--- src/rtl/word_splitter_pkg.sv ---
// Shared definitions for the word splitter: FSM state encoding and the
// widths of the wide input word and the narrow output half.
package word_splitter_pkg;

  localparam int WORD_W = 32;
  localparam int HALF_W = 16;

  typedef enum logic [1:0] {
    ST_IDLE  = 2'd0,  // no word held
    ST_BEAT0 = 2'd1,  // first half presented
    ST_BEAT1 = 2'd2   // second half presented
  } state_t;

endpackage

--- src/rtl/word_splitter_if.sv ---
// Handshake bundle for the word splitter.
//   Input side : in_valid/in_ready/in_data (32-bit word)
//   Output side: out_valid/out_ready/out_data (16-bit half) plus out_last
// Modports:
//   slave  - the splitter's view (accepts words, produces halves)
//   master - the environment's view (offers words, consumes halves)
interface word_splitter_if;
  import word_splitter_pkg::*;

  logic              in_valid;
  logic              in_ready;
  logic [WORD_W-1:0] in_data;
  logic              out_valid;
  logic              out_ready;
  logic [HALF_W-1:0] out_data;
  logic              out_last;

  modport slave (
    input  in_valid, in_data, out_ready,
    output in_ready, out_valid, out_data, out_last
  );

  modport master (
    output in_valid, in_data, out_ready,
    input  in_ready, out_valid, out_data, out_last
  );

endinterface

--- src/rtl/word_splitter_half_select.sv ---
// half_select: combinational mux returning one 16-bit half of a 32-bit word.
//   word  - source word
//   beat  - beat index (0 = first beat, 1 = second beat)
//   half  - selected half
// HI_FIRST=0 sends the low half on beat 0; HI_FIRST=1 sends the high half
// on beat 0.
module half_select
  import word_splitter_pkg::*;
#(
  parameter int HI_FIRST = 0
) (
  input  logic [WORD_W-1:0] word,
  input  logic              beat,
  output logic [HALF_W-1:0] half
);

  logic take_high;

  // The high half is taken on beat 1 normally, on beat 0 when order is swapped.
  assign take_high = beat ^ (HI_FIRST != 0);
  assign half      = take_high ? word[WORD_W-1:HALF_W] : word[HALF_W-1:0];

endmodule

--- src/rtl/word_splitter.sv ---
// word_splitter: accepts one 32-bit word over a valid/ready handshake and
// emits it as two 16-bit beats on a registered 16-bit valid/ready output.
// One word is held at a time; a new word may be accepted on the same edge
// the final beat transfers, so words stream back-to-back at 2 beats/word.
// Ports:
//   clk  - rising-edge clock
//   rst  - synchronous active-high reset (clears state and data registers)
//   bus  - word_splitter_if.slave: in_valid/in_ready/in_data,
//          out_valid/out_ready/out_data/out_last
//   busy - a word is held (state != IDLE)
// Parameter HI_FIRST: 0 = low half first, 1 = high half first.
// Optional macro WORD_SPLITTER_ZERO_HIGH_SKIP_EN: a word whose upper half is
// zero goes out as a single beat (its low half) with out_last=1.
module word_splitter
  import word_splitter_pkg::*;
#(
  parameter int HI_FIRST = 0
) (
  input  logic            clk,
  input  logic            rst,
  word_splitter_if.slave  bus,
  output logic            busy
);

  state_t            state_q, state_d;
  logic [WORD_W-1:0] word_q, word_d;
  logic [HALF_W-1:0] out_data_q, out_data_d;
  logic              out_last_q, out_last_d;

  logic              in_ready;
  logic              accept;
  logic              xfer;
  logic              load;
  logic              skip;
  logic [HALF_W-1:0] first_half;
  logic [HALF_W-1:0] sel_first;
  logic [HALF_W-1:0] sel_second;

  // First beat comes straight from the incoming word so it can be registered
  // on the accept edge; second beat comes from the held word.
  half_select #(.HI_FIRST(HI_FIRST)) u_sel_first (
    .word (bus.in_data),
    .beat (1'b0),
    .half (sel_first)
  );

  half_select #(.HI_FIRST(HI_FIRST)) u_sel_second (
    .word (word_q),
    .beat (1'b1),
    .half (sel_second)
  );

`ifdef WORD_SPLITTER_ZERO_HIGH_SKIP_EN
  // Zero upper half: a single beat carrying the low half, whatever the order.
  assign skip       = (bus.in_data[WORD_W-1:HALF_W] == '0);
  assign first_half = skip ? bus.in_data[HALF_W-1:0] : sel_first;
`else
  assign skip       = 1'b0;
  assign first_half = sel_first;
`endif

  // in_ready depends only on state and out_ready, never on in_valid.
  // The BEAT0 term only fires for a single-beat word (out_last set in BEAT0).
  assign in_ready = (state_q == ST_IDLE)
                  | ((state_q == ST_BEAT1) & bus.out_ready)
                  | ((state_q == ST_BEAT0) & out_last_q & bus.out_ready);

  assign accept = bus.in_valid & in_ready;
  assign xfer   = (state_q != ST_IDLE) & bus.out_ready;

  always_comb begin
    state_d    = state_q;
    word_d     = word_q;
    out_data_d = out_data_q;
    out_last_d = out_last_q;
    load       = 1'b0;

    unique case (state_q)
      ST_IDLE: begin
        if (accept) load = 1'b1;
      end
      ST_BEAT0: begin
        if (xfer) begin
          if (out_last_q) begin
            // Single-beat word finished.
            if (accept) begin
              load = 1'b1;
            end else begin
              state_d    = ST_IDLE;
              out_last_d = 1'b0;
            end
          end else begin
            state_d    = ST_BEAT1;
            out_data_d = sel_second;
            out_last_d = 1'b1;
          end
        end
      end
      ST_BEAT1: begin
        if (xfer) begin
          if (accept) begin
            load = 1'b1;
          end else begin
            state_d    = ST_IDLE;
            out_last_d = 1'b0;
          end
        end
      end
      default: begin
        state_d    = ST_IDLE;
        out_last_d = 1'b0;
      end
    endcase

    if (load) begin
      state_d    = ST_BEAT0;
      word_d     = bus.in_data;
      out_data_d = first_half;
      out_last_d = skip;
    end
  end

  always_ff @(posedge clk) begin
    if (rst) begin
      state_q    <= ST_IDLE;
      word_q     <= '0;
      out_data_q <= '0;
      out_last_q <= 1'b0;
    end else begin
      state_q    <= state_d;
      word_q     <= word_d;
      out_data_q <= out_data_d;
      out_last_q <= out_last_d;
    end
  end

  assign bus.in_ready  = in_ready;
  assign bus.out_valid = (state_q != ST_IDLE);
  assign bus.out_data  = out_data_q;
  assign bus.out_last  = out_last_q;
  assign busy          = (state_q != ST_IDLE);

endmodule

--- src/flat_wrapper.sv ---
// flat-port wrapper written by rule: the top's interface ports become plain ports
module word_splitter_flat import word_splitter_pkg::*;
#(
  parameter int HI_FIRST = 0
)
  (clk, rst, busy, bus_in_valid, bus_in_data, bus_out_ready, bus_in_ready, bus_out_valid, bus_out_data, bus_out_last);
  word_splitter_if bus_i ();
  input  logic clk;
  input  logic rst;
  output logic busy;
  input wire logic [$bits(bus_i.in_valid)-1:0] bus_in_valid;
  input wire logic [$bits(bus_i.in_data)-1:0] bus_in_data;
  input wire logic [$bits(bus_i.out_ready)-1:0] bus_out_ready;
  output wire logic [$bits(bus_i.in_ready)-1:0] bus_in_ready;
  output wire logic [$bits(bus_i.out_valid)-1:0] bus_out_valid;
  output wire logic [$bits(bus_i.out_data)-1:0] bus_out_data;
  output wire logic [$bits(bus_i.out_last)-1:0] bus_out_last;
  assign bus_i.in_valid = bus_in_valid;
  assign bus_i.in_data = bus_in_data;
  assign bus_i.out_ready = bus_out_ready;
  assign bus_in_ready = bus_i.in_ready;
  assign bus_out_valid = bus_i.out_valid;
  assign bus_out_data = bus_i.out_data;
  assign bus_out_last = bus_i.out_last;
  word_splitter #(.HI_FIRST(HI_FIRST)) u_core (.clk(clk), .rst(rst), .bus(bus_i), .busy(busy));
endmodule
--- config.mk ---
export PLATFORM = sky130hd
export DESIGN_NAME = word_splitter_flat
export DESIGN_NICKNAME = d
export VERILOG_FILES = /design/src/rtl/word_splitter_pkg.sv /design/src/rtl/word_splitter_if.sv /design/src/rtl/word_splitter_half_select.sv /design/src/rtl/word_splitter.sv /design/src/flat_wrapper.sv
export SDC_FILE = /design/constraint.sdc
export NUM_CORES = 1
export LEC_CHECK = 0
export BUFFER_PORTS_ARGS = -buffer_cell sky130_fd_sc_hd__buf_2
export CELL_PAD_IN_SITES_DETAIL_PLACEMENT = 1
export CELL_PAD_IN_SITES_GLOBAL_PLACEMENT = 1
export CORE_MARGIN = 2
export CORE_UTILIZATION = 30
export CTS_CLUSTER_SIZE = 40
export DETAILED_ROUTE_END_ITERATION = 12
export PLACE_DENSITY = 0.7
export SYNTH_ARGS = -nofsm -noshare
export SYNTH_HDL_FRONTEND = slang
export SYNTH_SLANG_ARGS = --single-unit
--- constraint.sdc ---
create_clock -name clk -period 5.68 [get_ports clk]
set_input_delay 0.568 -clock clk [delete_from_list [all_inputs] [get_ports clk]]
set_output_delay 0.568 -clock clk [all_outputs]
set_load 0.005 [all_outputs]
== Word level (Yosys, flattened, before mapping) ==
Index checks and enable logic that the tools add are counted.

* Latch bits: 0
* Output and inout bits: 20
* Register bits after elaboration: 51
* Bits of input ports: 36
* Word-level logic and storage cells: 51
* Memories kept: 0
* Bits in writable memories: 0
* ROM bits: 0

* Bitwise gates (word level): 8
* Multiply operators: 0
* Mux-type cells: 20
* Div/mod/pow operators: 0
* Order comparisons: 0
* Add/subtract/negate cells: 0
* Equal/unequal tests: 9
* Shift-type cells: 0
* Reduce and logical (&&, ||, !) cells: 9

{| class="wikitable"
|+ Operator list
! cell !! count
|-
| 16-bit two-way mux || 4
|-
| 1-bit two-way mux || 9
|-
| 3-bit AND reduction || 3
|-
| 2-bit two-way mux || 4
|-
| 2-bit by 1-bit inequality test with 1-bit output, second input constant || 3
|-
| 3-bit by 1-bit inequality test with 1-bit output, second input constant || 2
|-
| 1-bit one-hot mux with 3 select lines || 2
|-
| 2-bit one-hot mux with 3 select lines || 1
|-
| 2-bit nonzero test || 3
|-
| 1-bit AND || 5
|-
| 2-bit inequality test, second input constant || 2
|-
| 4-bit AND reduction || 1
|-
| 2-bit by 1-bit equality test with 1-bit output, second input constant || 1
|-
| 2-bit equality test, second input constant || 1
|-
| 2-bit logical NOT || 1
|-
| 1-bit OR || 2
|-
| 2-bit OR reduction || 1
|-
| 1-bit inverter || 1
|}

== Depth between registers and ports, before layout ==
* Depth in word-level cells: 11
* Gate-level depth with buffers: 9
* Gate-level depth less buffers: 7

== Cells and area by module ==
A second synthesis with hierarchy kept.

* Cell total of the unflattened synthesis: 307
* Area total of the unflattened synthesis: 2,713.9 sq um

{| class="wikitable"
|+ By module, submodules not included
! module !! area an instance (sq um) !! cells each !! instances !! seq. area each (sq um)
|-
| word_splitter || 2,215.9 || 271 || 1 || 1,021.0
|-
| half_select || 249.0 || 18 || 2 || 0.0
|}

== Least setup slack after synthesis ==
No wires, ideal clock.

* Path kind: register to register
* Start point: register u_core.state_q[1]
* End point: register u_core.out_data_q[0], in the netlist u_core.bus.out_data[0]
* Setup time: 0.141 ns
* Period minus slack after synthesis: 1.930 ns
* Path slack: 3.750 ns
* Path buffers: 1
* Required time: 5.539 ns
* Arrival: 1.789 ns
* Cell stages (with the launch flop): 9
* Cells stage by stage: dfxtp_1 > inv_1 > ha_1 > a21o_2 > and4_4 > o311a_4 > buf_4 > nor2_1 > a311oi_2

* Word-level cells in the longest chain between the ends: 11
* Elaborated cells between the ends (all ways): 21
* Those cells by class: eq/ne: 3; mux: 6; bitwise: 7; reduce/logical: 5

{| class="wikitable"
|+ RTL lines
! what !! RTL line !! source
|-
| start: declaration || word_splitter.sv:25 || <nowiki>state_t state_q, state_d;</nowiki>
|-
| start signal: assignment || word_splitter.sv:130 || <nowiki>state_q <= state_d;</nowiki>
|-
| 2-bit equality test / 2-bit by 1-bit equality test with 1-bit output (equally long branches) || word_splitter.sv:65, word_splitter.sv:78, word_splitter.sv:66 ||
|-
| 1-bit AND, on equally long branches || word_splitter.sv:65, word_splitter.sv:66 ||
|-
| 1-bit OR / 1-bit AND (equally long branches) || word_splitter.sv:65, word_splitter.sv:66 ||
|-
| 1-bit OR || word_splitter.sv:66 || <nowiki>| ((state_q == ST_BEAT0) & out_last_q & bus.out_ready);</nowiki>
|-
| 1-bit AND || word_splitter.sv:68 || <nowiki>assign accept = bus.in_valid & in_ready;</nowiki>
|-
| 1-bit two-way mux || word_splitter.sv:80, word_splitter.sv:86, word_splitter.sv:101 ||
|-
| 1-bit two-way mux || word_splitter.sv:84 || <nowiki>if (out_last_q) begin</nowiki>
|-
| 1-bit two-way mux || word_splitter.sv:83 || <nowiki>if (xfer) begin</nowiki>
|-
| 1-bit one-hot mux with 3 select lines || word_splitter.sv:78 || <nowiki>unique case (state_q)</nowiki>
|-
| 2-bit inequality test (no line) / 2-bit nonzero test (equally long branches) || - ||
|-
| 3-bit AND reduction (no line) || - ||
|-
| end signal: assignment || word_splitter.sv:132 || <nowiki>out_data_q <= out_data_d;</nowiki>
|-
| end: declaration || word_splitter.sv:27 || <nowiki>logic [HALF_W-1:0] out_data_q, out_data_d;</nowiki>
|}

Parallel ways exist; a longest one is shown, timed or not.
A chain may end at the register's enable or synchronous reset.

== Final worst setup path ==
* Start point: register u_core.state_q[0]
* End point: register u_core.out_data_q[1], in the netlist u_core.bus.out_data[1]

Same word-level chain as after synthesis.

==> flow_metrics.tcl <==
set metrics [dict create \
    whs_endpoint "u_core.word_q[23]" \
    r2r-start "u_core.state_q[0]" \
    async_flop_share_pct 0 \
    fin_util_pct 38.34 \
    cp.arrival_ps 2530 \
    hold_ws_ps 466.7 \
    wirelength_microns 3822 \
    synth_edf_count 0 \
    synth_largest_type_area_fraction_pct 44.52 \
    clkLatencyLatePin_ps 290 \
    drc_errors 0 \
    place.detailed.hpwl_microns 2685 \
    initial_core_util_pct 31.02 \
    core_region_area_sq_um 5075 \
    rsz0062_at_grt "no" \
    yosys-top-cells-area "dfxtp_1 45%, nand2_1 13%, a311oi_2 6.7%" \
    cts_max_path_buffers 2 \
    first_pass_iters 4 \
    setup_viol_count_final 0 \
    yosys_warnings 0 \
    ant_nets 0 \
    fin_worst_skew_ps 5.525 \
    rrSetupSlack_ps 3350 \
    htree_levels 2 \
    worst_hold_startpoint "u_core.word_q[23]" \
    cp-end-kind "flip-flop" \
    tightest_slew_ps 705.7 \
    final_cells 300 \
    ir_drop_v 0.0001418 \
    final_nets 269 \
    ys_seq_area_share_pct 44.52 \
    path_class "reg -> reg" \
    n_antenna_cell 0 \
    slew_viol_final 0 \
    powerDensity_nw_per_um2 293.1 \
    wl_per_cell_microns 12.74 \
    period_share_pct 41.03 \
    gp_congestion 0.7765 \
    io_buffers 55 \
    slowest_stage "nor3b_4" \
    dp.cells 292 \
    tns_ps 0 \
    grt_max_degree 36 \
    drt_iter0_drc 47 \
    crit_required_ps 5880 \
    synth_top_cell_by_area "dfxtp_1" \
    fmax_mhz 429.1 \
    synth.cell_area_sq_um 1574 \
    holdPathStages 2 \
    worst_path_largest_cell_delay_ps 540 \
    syn_to_final_growth_pct 23.61 \
    antenna_found_initial 0 \
    hold_buffers 0 \
    ys_ff_latch 35 \
    path_cells "inv_1 > ha_1 > a31oi_4 > nor3b_4 > buf_4 > nand2_1 > a311oi_2" \
    cts_setup_buffers 0 \
    final-hold-violation-count 0 \
    critPathMaxFanout 19 \
    grt_overflow_total 0 \
    clockRootBuffer "clkbuf_8" \
    avgSynthCellArea_sq_um 8.793 \
    power_leakage_nw 0.8259 \
    vias_per_cell 4.633 \
    vias 1390 \
    finalPower_mw 0.5702 \
    outcome "finished, final reports clean" \
    grt_pass1_wl_microns 6354 \
    ys_types 29 \
    die_area_sq_um 5842 \
    std_cell_rows 26 \
    ys.flop_type "dfxtp_1" \
    die_w_microns 76.44 \
    grt_pass1_vias 1372 \
    critPathLaunchType "flip-flop" \
    drive_gt1_share_pct 32.61 \
    worst_r2r_path_depth 7 \
    max_cap_violations 0 \
    clk_pin_slew_ps 70 \
    cts_tree "done" \
    ioPinCount 56 \
    min_path_type "reg -> reg" \
    netlist_instances 179 \
    cts_num_sinks 35 \
    cts_resized 0 \
    synth_fp_nets 219 \
    cts_buffers 5 \
    track_usage_pct 13.49 \
    maxSlewHeadroom_pct 52.95 \
    reg2reg_to "u_core.bus.out_data[1]" \
    path_delay_family "simple AND/OR/NAND/NOR gates" \
    fin_crit_ps 2331 \
    crit_buf_inv 2 \
    die_height_microns 76.44 \
]
## power breakdown
part / total [mW] / switching [mW] / internal (mW)
sequential: 0.274 / 0.00824 / 0.265
clock: 0.198 / 0.0870 / 0.111
combinational: 0.0990 / 0.0565 / 0.0425
## synth_stat cells, types with 2 or more instances
cell type	instances
clkbuf_1	3
a311oi_1	9
ha_1	4
buf_6	5
nor2_1	16
a21oi_1	19
dfxtp_1	35
nor3_1	2
o21ai_0	3
inv_1	4
a311oi_2	7
nand2_1	53
buf_4	3
## cells in the final DEF (no fill, tap or decap), drive strengths merged
cell and n:
o32ai 1, ha 4, a21oi 19, nor3 2, dfxtp 35, o22ai 1, inv 4, nor2 16
o311a 1, nor4 1, clkbuf 8, a21o 1, o21a 1, and2 1, nand2 53, or3b 1
nor3b 2, a22oi 1, buf 56, nand2b 1, a31oi 1, o21ai 3, a311oi 16, and4 1
## worst reg2reg max path, delay by kind of cell (launching register included)
kind | cells | cell delay, ps
fa+ha+maj | 1 | 390
compound gates | 2 | 370
simple gates | 2 | 630
buf+inv | 2 | 450
flops | 1 | 400
## cell type report
type / instances / area [sq um]
Clock buffer: 8 / 100.1
Timing Repair Buffer: 56 / 282.8
Multi-Input combinational cell: 127 / 759.5
Fill cell: 649 / 3129
Sequential cell: 35 / 700.7
Tap cell: 70 / 87.58
Inverter: 4 / 15.01
## state kept, by name (all words and copies together) (netlist names)
register / count
u_core.bus.out_data: 16
u_core.bus.out_last: 1
u_core.state_q: 2
u_core.word_q: 16
## logic make-up (layout without fill, tap and decap cells)
family                     count (synthesis)  count (layout)  share of synthesized area [%]
DFF                                       35              35                          44.51
and+or+nand+nor                           78              78                          21.23
buffers and inverters                     17              68                          7.232
adders and majority gates                  4               4                          3.180
AOI/OAI and AO/OA                         45              45                          23.85
## stage by stage
stage	cell area, sq um	setup slack (ps)
finish	1946	3349
global placement	1846	3409
floorplan	1574	3750
global route	1946	3095
CTS	1946	3320
detailed placement	1846	3340
## metal layers
metal | GRT usage [%] | wire [microns]
met5 | 0 | 0
met4 | 5.455 | 68
met3 | 3.555 | 162
met2 | 23.19 | 1882
met1 | 15.92 | 1709
## worst max path at each step
stage | depth (start not counted) | from | to
floorplan | 8 | u_core.state_q[1] | u_core.bus.out_data[0]
global placement | 7 | u_core.state_q[0] | u_core.bus.out_data[11]
detailed placement | 8 | u_core.state_q[1] | u_core.bus.out_data[1]
CTS | 7 | u_core.state_q[0] | u_core.bus.out_data[1]
global route | 7 | u_core.state_q[0] | u_core.bus.out_data[9]
finish | 7 | u_core.state_q[0] | u_core.bus.out_data[1]
Power figures use the tool's default switching activity.
